### config.mk
export PLATFORM = sky130hd
export DESIGN_NAME = ex_div_flat
export DESIGN_NICKNAME = d
export VERILOG_FILES = /design/src/rtl/ex_div_pkg.sv /design/src/rtl/ex_div_if.sv /design/src/rtl/ex_div.sv /design/src/flat_wrapper.sv
export SDC_FILE = /design/constraint.sdc
export NUM_CORES = 1
export LEC_CHECK = 0
export CAP_MARGIN = 20
export CORE_MARGIN = 8
export CORE_UTILIZATION = 36
export DETAILED_ROUTE_END_ITERATION = 10
export PLACE_DENSITY = 0.52
export SLEW_MARGIN = 15
export SYNTH_ARGS = -nofsm -noshare
export SYNTH_HDL_FRONTEND = slang
export SYNTH_SLANG_ARGS = --single-unit
### constraint.sdc
create_clock -name clk -period 4.55 [get_ports clk]
set_input_delay 0.91 -clock clk [delete_from_list [all_inputs] [get_ports clk]]
set_output_delay 0.91 -clock clk [all_outputs]
set_load 0.005 [all_outputs]
### src/rtl/ex_div_pkg.sv
// Shared defines for the M-extension divider: funct3 opcodes, result bundle
// and opcode decode helpers.
package ex_div_pkg;

  localparam logic [2:0] INST_DIV  = 3'b100;
  localparam logic [2:0] INST_DIVU = 3'b101;
  localparam logic [2:0] INST_REM  = 3'b110;
  localparam logic [2:0] INST_REMU = 3'b111;

  typedef struct packed {
    logic [31:0] result;
    logic        ready;
    logic [4:0]  reg_waddr;
  } DivResultBus;

  function automatic logic is_signed_op(input logic [2:0] op);
    return (op == INST_DIV) || (op == INST_REM);
  endfunction

  function automatic logic is_div_op(input logic [2:0] op);
    return (op == INST_DIV) || (op == INST_DIVU);
  endfunction

endpackage

### src/rtl/ex_div_if.sv
// Execute-stage <-> divider handshake bundle; execute is the master.
interface ex_div_if;

  logic        start_i;
  logic [31:0] dividend_i;
  logic [31:0] divisor_i;
  logic [2:0]  op_i;
  logic [4:0]  reg_waddr_i;
  logic        flush_i;
  logic [31:0] result_o;
  logic        ready_o;
  logic        busy_o;
  logic [4:0]  reg_waddr_o;

  modport master (
    output start_i, dividend_i, divisor_i, op_i, reg_waddr_i, flush_i,
    input  result_o, ready_o, busy_o, reg_waddr_o
  );

  modport slave (
    input  start_i, dividend_i, divisor_i, op_i, reg_waddr_i, flush_i,
    output result_o, ready_o, busy_o, reg_waddr_o
  );

endinterface

### src/rtl/ex_div.sv
// Multi-cycle restoring radix-2 divider for RV32M DIV/DIVU/REM/REMU.
// One quotient bit per cycle; divide-by-zero and signed overflow short-circuit.
module ex_div
  import ex_div_pkg::*;
(
  input  logic     clk,
  input  logic     rst,
  ex_div_if.slave  bus
);

  localparam int DIV_ITERS = 32;

  typedef enum logic [1:0] {ST_IDLE, ST_START, ST_CALC, ST_END} state_t;

  state_t      state;
  logic [4:0]  cnt;
  logic        signed_q;
  logic        div_sel_q;
  logic [31:0] dividend_q;
  logic [31:0] divisor_q;
  logic [4:0]  waddr_q;
  logic [31:0] rem_q;
  logic [31:0] quo_q;
  logic [31:0] dvsr_q;
  logic        neg_quo;
  logic        neg_rem;

  logic        a_neg;
  logic        b_neg;
  logic [31:0] a_mag;
  logic [31:0] b_mag;
  logic [32:0] shifted;
  logic [32:0] diff;
  logic [31:0] quo_fix;
  logic [31:0] rem_fix;
  DivResultBus res;

  always_comb begin
    a_neg = signed_q & dividend_q[31];
    b_neg = signed_q & divisor_q[31];
    a_mag = a_neg ? -dividend_q : dividend_q;
    b_mag = b_neg ? -divisor_q : divisor_q;
  end

  // Shift/subtract step: bit 32 of the difference set means the trial subtract went negative.
  always_comb begin
    shifted = {rem_q, quo_q[31]};
    diff    = shifted - {1'b0, dvsr_q};
  end

  always_ff @(posedge clk or negedge rst) begin
    if (!rst) begin
      state      <= ST_IDLE;
      cnt        <= '0;
      signed_q   <= 1'b0;
      div_sel_q  <= 1'b0;
      dividend_q <= '0;
      divisor_q  <= '0;
      waddr_q    <= '0;
      rem_q      <= '0;
      quo_q      <= '0;
      dvsr_q     <= '0;
      neg_quo    <= 1'b0;
      neg_rem    <= 1'b0;
    end else if (state != ST_IDLE && bus.flush_i) begin
      state      <= ST_IDLE;
      cnt        <= '0;
      signed_q   <= 1'b0;
      div_sel_q  <= 1'b0;
      dividend_q <= '0;
      divisor_q  <= '0;
      rem_q      <= '0;
      quo_q      <= '0;
      dvsr_q     <= '0;
      neg_quo    <= 1'b0;
      neg_rem    <= 1'b0;
    end else begin
      case (state)
        ST_IDLE: begin
          if (bus.start_i && !bus.flush_i) begin
            dividend_q <= bus.dividend_i;
            divisor_q  <= bus.divisor_i;
            signed_q   <= is_signed_op(bus.op_i);
            div_sel_q  <= is_div_op(bus.op_i);
            waddr_q    <= bus.reg_waddr_i;
            state      <= ST_START;
          end
        end
        ST_START: begin
          // Special results are final as loaded, so sign fix-up is disabled for them.
          if (divisor_q == '0) begin
            quo_q   <= 32'hFFFF_FFFF;
            rem_q   <= dividend_q;
            neg_quo <= 1'b0;
            neg_rem <= 1'b0;
            state   <= ST_END;
          end else if (signed_q && dividend_q == 32'h8000_0000 &&
                       divisor_q == 32'hFFFF_FFFF) begin
            quo_q   <= 32'h8000_0000;
            rem_q   <= '0;
            neg_quo <= 1'b0;
            neg_rem <= 1'b0;
            state   <= ST_END;
          end else begin
            quo_q   <= a_mag;
            dvsr_q  <= b_mag;
            rem_q   <= '0;
            cnt     <= '0;
            neg_quo <= a_neg ^ b_neg;
            neg_rem <= a_neg;
            state   <= ST_CALC;
          end
        end
        ST_CALC: begin
          if (!diff[32]) begin
            rem_q <= diff[31:0];
            quo_q <= {quo_q[30:0], 1'b1};
          end else begin
            rem_q <= shifted[31:0];
            quo_q <= {quo_q[30:0], 1'b0};
          end
          cnt <= cnt + 5'd1;
          if (cnt == 5'(DIV_ITERS - 1)) state <= ST_END;
        end
        ST_END: begin
          state <= ST_IDLE;
        end
        default: state <= ST_IDLE;
      endcase
    end
  end

  // Outputs depend only on state registers and flush, never on operand inputs.
  always_comb begin
    quo_fix       = neg_quo ? -quo_q : quo_q;
    rem_fix       = neg_rem ? -rem_q : rem_q;
    res.ready     = (state == ST_END) && !bus.flush_i;
    res.result    = res.ready ? (div_sel_q ? quo_fix : rem_fix) : '0;
    res.reg_waddr = waddr_q;
  end

  assign bus.result_o    = res.result;
  assign bus.ready_o     = res.ready;
  assign bus.reg_waddr_o = res.reg_waddr;
  assign bus.busy_o      = (state != ST_IDLE);

endmodule

### src/flat_wrapper.sv
// flat-port wrapper written by rule: the top's interface ports become plain ports
module ex_div_flat import ex_div_pkg::*;
  (clk, rst, bus_start_i, bus_dividend_i, bus_divisor_i, bus_op_i, bus_reg_waddr_i, bus_flush_i, bus_result_o, bus_ready_o, bus_busy_o, bus_reg_waddr_o);
  ex_div_if bus_i ();
  input  logic clk;
  input  logic rst;
  input wire logic [$bits(bus_i.start_i)-1:0] bus_start_i;
  input wire logic [$bits(bus_i.dividend_i)-1:0] bus_dividend_i;
  input wire logic [$bits(bus_i.divisor_i)-1:0] bus_divisor_i;
  input wire logic [$bits(bus_i.op_i)-1:0] bus_op_i;
  input wire logic [$bits(bus_i.reg_waddr_i)-1:0] bus_reg_waddr_i;
  input wire logic [$bits(bus_i.flush_i)-1:0] bus_flush_i;
  output wire logic [$bits(bus_i.result_o)-1:0] bus_result_o;
  output wire logic [$bits(bus_i.ready_o)-1:0] bus_ready_o;
  output wire logic [$bits(bus_i.busy_o)-1:0] bus_busy_o;
  output wire logic [$bits(bus_i.reg_waddr_o)-1:0] bus_reg_waddr_o;
  assign bus_i.start_i = bus_start_i;
  assign bus_i.dividend_i = bus_dividend_i;
  assign bus_i.divisor_i = bus_divisor_i;
  assign bus_i.op_i = bus_op_i;
  assign bus_i.reg_waddr_i = bus_reg_waddr_i;
  assign bus_i.flush_i = bus_flush_i;
  assign bus_result_o = bus_i.result_o;
  assign bus_ready_o = bus_i.ready_o;
  assign bus_busy_o = bus_i.busy_o;
  assign bus_reg_waddr_o = bus_i.reg_waddr_o;
  ex_div u_core (.clk(clk), .rst(rst), .bus(bus_i));
endmodule
==> run summary <==
The number of nets in the finished design was 1784. The logs give 64 for the distinct cell type count after synthesis and -0.362 ns for the final worst setup slack. The run gives 41400 µm² as the area of the die.

Fraction of final layout cells sized beyond drive strength 1: 0.0943. The final reports fail on negative setup slack. The slack of the worst reg-to-reg path is 0.91 ns. During I/O placement, the number of pins put on the boundary was 115. The largest single stage delay on the critical path is 0.46 ns. The logs give 17 for the number of clock buffers inserted by TritonCTS and 0 for the count of maximum capacitance violations. For this run, design rule violations remaining after detail routing come to 0. The clock-pin slew reported for the worst setup and hold paths after clock tree synthesis works out to 0.07 ns.

The via count of the first global-routing pass is 12100, and the global-route wire length before repair is 68.8 mm. The region available for standard cell placement spans 34500 µm². Compared with the post-synthesis result, the final layout area differs by 20.1%. The die outline height is 203 µm. The detail route stage leaves a number of antenna-violating nets equal to 0. TritonCTS built the clock tree. For the worst flop-to-flop path, the logic depth is 14.

Along the worst path, the maximum fanout reaches 2. The worst slew slack as a fraction of its limit was 0.254; the ratio of final minimum period to clock period was 1.08. The worst setup path is launched from a flip-flop. The post-synthesis net count came out at 1693. Subtracting the final worst setup slack from the clock period gives 4.91 ns. Total count of hold-check failures in the final report: 0. The worst register-to-register path ends at u_core.rem_q[24]. The run gives 0.283 as the met1 track demand over resource in global routing. The master of the slowest instance on the critical path was or4b_4. The number of register bits inferred by synthesis was 176; the average size of a mapped cell was 8.05 µm².

The logs give 10 for the setup-violating endpoint count in the final report and 4.00 ns for the arrival time of data at the critical path endpoint. Kind of critical path: reg -> out. Yosys mapped a number of flops with a built-in enable equal to 0. The routed layout has 12000 vias. Final hold analysis gives a worst-case slack of 0.459 ns.

Walking the worst path, the cells encountered are inv_2 > ha_4 > or4b_4 > or4_4 > or4_4 > or4_4 > buf_4 > buf_6 > o41ai_4 > xnor2_1 > nor2_1 > a211oi_1 > buf_2. The endpoint kind of the worst setup timing path was an output port. The run gives 0.348 as the sequential cell area fraction in the yosys report. Based on the critical path, the design can be clocked at up to 204 MHz. The number of DRC markers after the initial detailed-route iteration came out at 965. Row generation in the floorplan step produced 68 rows. The via density per instance works out to 5.65. After global routing, the most crowded layer is met2. The run gives 0.366 as the effective utilization at floorplan. The worst clock skew was 0.0159 ns.

At the pin with the least slew margin, the transition time is 1.12 ns. The cell area that synthesis handed to floorplanning was 12700 µm². The tools report the HPWL after detailed placement as 33.0 mm. The synthesized instance count is 1572, and the maximum number of pins on one net before global-route repair is 68. The overall overflow remaining after global route was 0. Hold repair after CTS inserted 0 buffers. Average detailed-routed wire length per instance: 20.5 µm. The tools report the initial antenna violation count as 0. The cell seen most often among critical-path stages is or4_4. CTS sink count: 176. Setup repair after global routing could not meet its margin everywhere.

For this run, the detailed router's first-pass iteration total came to 5. In the synthesized netlist the dominant register cell turns out to be dfrtp_1. The layout has 3553 filler cells. The routed design has 43.7 mm of wire. The clock passes through at most 2 buffers. Overall track demand over capacity in global routing: 0.210. The combined flip-flop and latch cell area is 4410 µm². In this run the worst hold path is classified as in -> async.

The number of slew-limit violations in the final report is 0. The run finished, with violations left. The met2 track utilization from global routing came out at 0.340. The tools report the antenna diode instance count as 0. The worst register-to-register path begins at u_core.rem_q[0]. The routability congestion estimate from global placement is 0.893, and the number of buffers added on ports is 114. The tools report the global routing usage on met3 as 0.0319. The run gives 0.45 ns as the clock insertion delay at the later pin of the skew report. The root buffer cell chosen for the clock tree is clkbuf_16.

The CTS H-tree depth was 4; the width of the die was 203 µm. Summing all multi-input logic gate instances after layout gives 7780 µm². At the worst endpoint, the required time is 3.64 ns.

The post-synthesis async set-or-reset flop share was 1.00; the Yosys warning count was 0.
-- layout by cell type (no fill, tap or decap), types with 22 or more instances in the layout --
cell / instances
a211oi_1: 24
a21oi_1: 110
a22oi_1: 25
buf_4: 58
clkdlybuf4s50_1: 99
dfrtp_1: 175
ha_1: 43
inv_1: 53
nand2_1: 240
nand2b_1: 33
nand3_1: 81
nor2_1: 108
nor3_1: 22
o21ai_0: 102
o31ai_1: 50
xnor2_1: 80
xor2_1: 65
-- cells by family (layout without fill, tap and decap cells) --
group                    Yosys count  in the layout  share of synthesized area
AND/OR/NAND/NOR                  586            586                      0.217
AO/OA/AOI/OAI                    437            437                      0.223
flip-flops                       176            176                      0.348
buffers and inverters            162            265                     0.0492
XOR/XNOR                         145            145                      0.100
adder cells (fa/ha/maj)           45             45                     0.0451
multiplexers                      21             21                     0.0172
-- layer usage --
metal	routed length, µm	up-vias
li1	-	5782
met1	20500	5885
met2	20100	320
met3	2190	52
met4	965	0
met5	0	-
-- final cells by class --
cell class / instances / share of cell area
clock buffer: 19 / 0.0285
clock inverter: 12 / 0.0115
inverter: 56 / 0.0138
multi-input combinational: 1234 / 0.512
sequential: 176 / 0.290
tap: 455 / 0.0374
timing repair buffer: 178 / 0.107
-- synth_stat cells (3+ instances only) --
cell type / number / area share
clkbuf_1: 90 / 0.027
nand2_1: 242 / 0.072
o221ai_1: 18 / 0.012
o41ai_1: 14 / 0.0097
nand4b_1: 4 / 0.0028
o21a_1: 6 / 0.0036
xor2_1: 65 / 0.045
a22oi_1: 25 / 0.015
inv_1: 55 / 0.016
o21ai_0: 106 / 0.042
o31ai_1: 54 / 0.032
nor2_1: 109 / 0.032
a22o_1: 3 / 0.0021
a21o_1: 12 / 0.0071
dfrtp_1: 176 / 0.35
nand2b_1: 33 / 0.016
or4_4: 3 / 0.0027
nand3_1: 81 / 0.032
a211oi_1: 29 / 0.017
buf_2: 12 / 0.0047
nand3b_1: 4 / 0.0024
buf_1: 4 / 0.0012
and3_1: 5 / 0.0025
ha_1: 44 / 0.044
or3_1: 9 / 0.0044
or4_1: 13 / 0.0077
mux2i_1: 15 / 0.012
nor4_1: 13 / 0.0064
and2_1: 8 / 0.0040
nand4_1: 17 / 0.0084
xnor2_1: 80 / 0.055
nor2b_1: 10 / 0.0049
or2_2: 6 / 0.0030
a32oi_1: 3 / 0.0021
mux2_2: 6 / 0.0053
nor3_1: 22 / 0.0087
o2111ai_1: 6 / 0.0042
a31oi_1: 11 / 0.0054
a21oi_1: 111 / 0.044
o211ai_1: 18 / 0.011
-- worst max-delay path by stage --
stage	start	to	slack, ns	depth (start not counted)
after floorplan	u_core.rem_q[0]	bus_result_o[26]	0.27	11
after global placement	u_core.rem_q[0]	bus_result_o[28]	-0.23	13
after detailed placement	u_core.rem_q[0]	bus_result_o[26]	-0.29	12
after CTS	u_core.rem_q[0]	bus_result_o[28]	-0.35	14
after global routing	u_core.rem_q[0]	bus_result_o[28]	-0.49	14
final	u_core.rem_q[0]	bus_result_o[22]	-0.36	13
-- state kept, by name, summed over array words and instances (netlist names) --
register / cells
u_core.bus.reg_waddr_o: 5
u_core.cnt: 5
u_core.div_sel_q: 1
u_core.dividend_q: 32
u_core.divisor_q: 32
u_core.dvsr_q: 32
u_core.neg_quo: 1
u_core.neg_rem: 1
u_core.quo_q: 32
u_core.rem_q: 32
u_core.signed_q: 1
u_core.state: 2
-- what timing repair did --
item | 4_1_cts | 5_1_grt
resized for setup | 62 | 14
setup buffers | 8 | 5
setup endpoints to repair | 16 | 16
pin swaps | 17 | 9
-- per-stage QoR --
stage	setup slack, ns	utilization	area (µm²)	cells	TNS [ns]
after floorplan	0.267	-	12700	1572	0
after global placement	-0.230	0.417	14400	2087	-0.953
after global routing	-0.492	0.440	15200	2130	-3.94
after detailed placement	-0.293	0.417	14400	2087	-1.34
after CTS	-0.355	0.439	15200	2126	-2.03
final	-0.362	0.440	15200	2130	-2.39
-- worst max-delay path: cells and delay by family, from the launching register on --
| family | cells | cell delay, ns |
|---|---|---|
| flops | 1 | 0.39 |
| buf+inv | 4 | 0.50 |
| simple gates | 5 | 1.82 |
| fa+ha+maj | 1 | 0.13 |
| compound gates | 2 | 0.52 |
| xor+xnor | 1 | 0.17 |
Power is left out: the tool's default activity adds up to more than one toggle a clock period on the data nets, which glitch-free logic cannot reach.
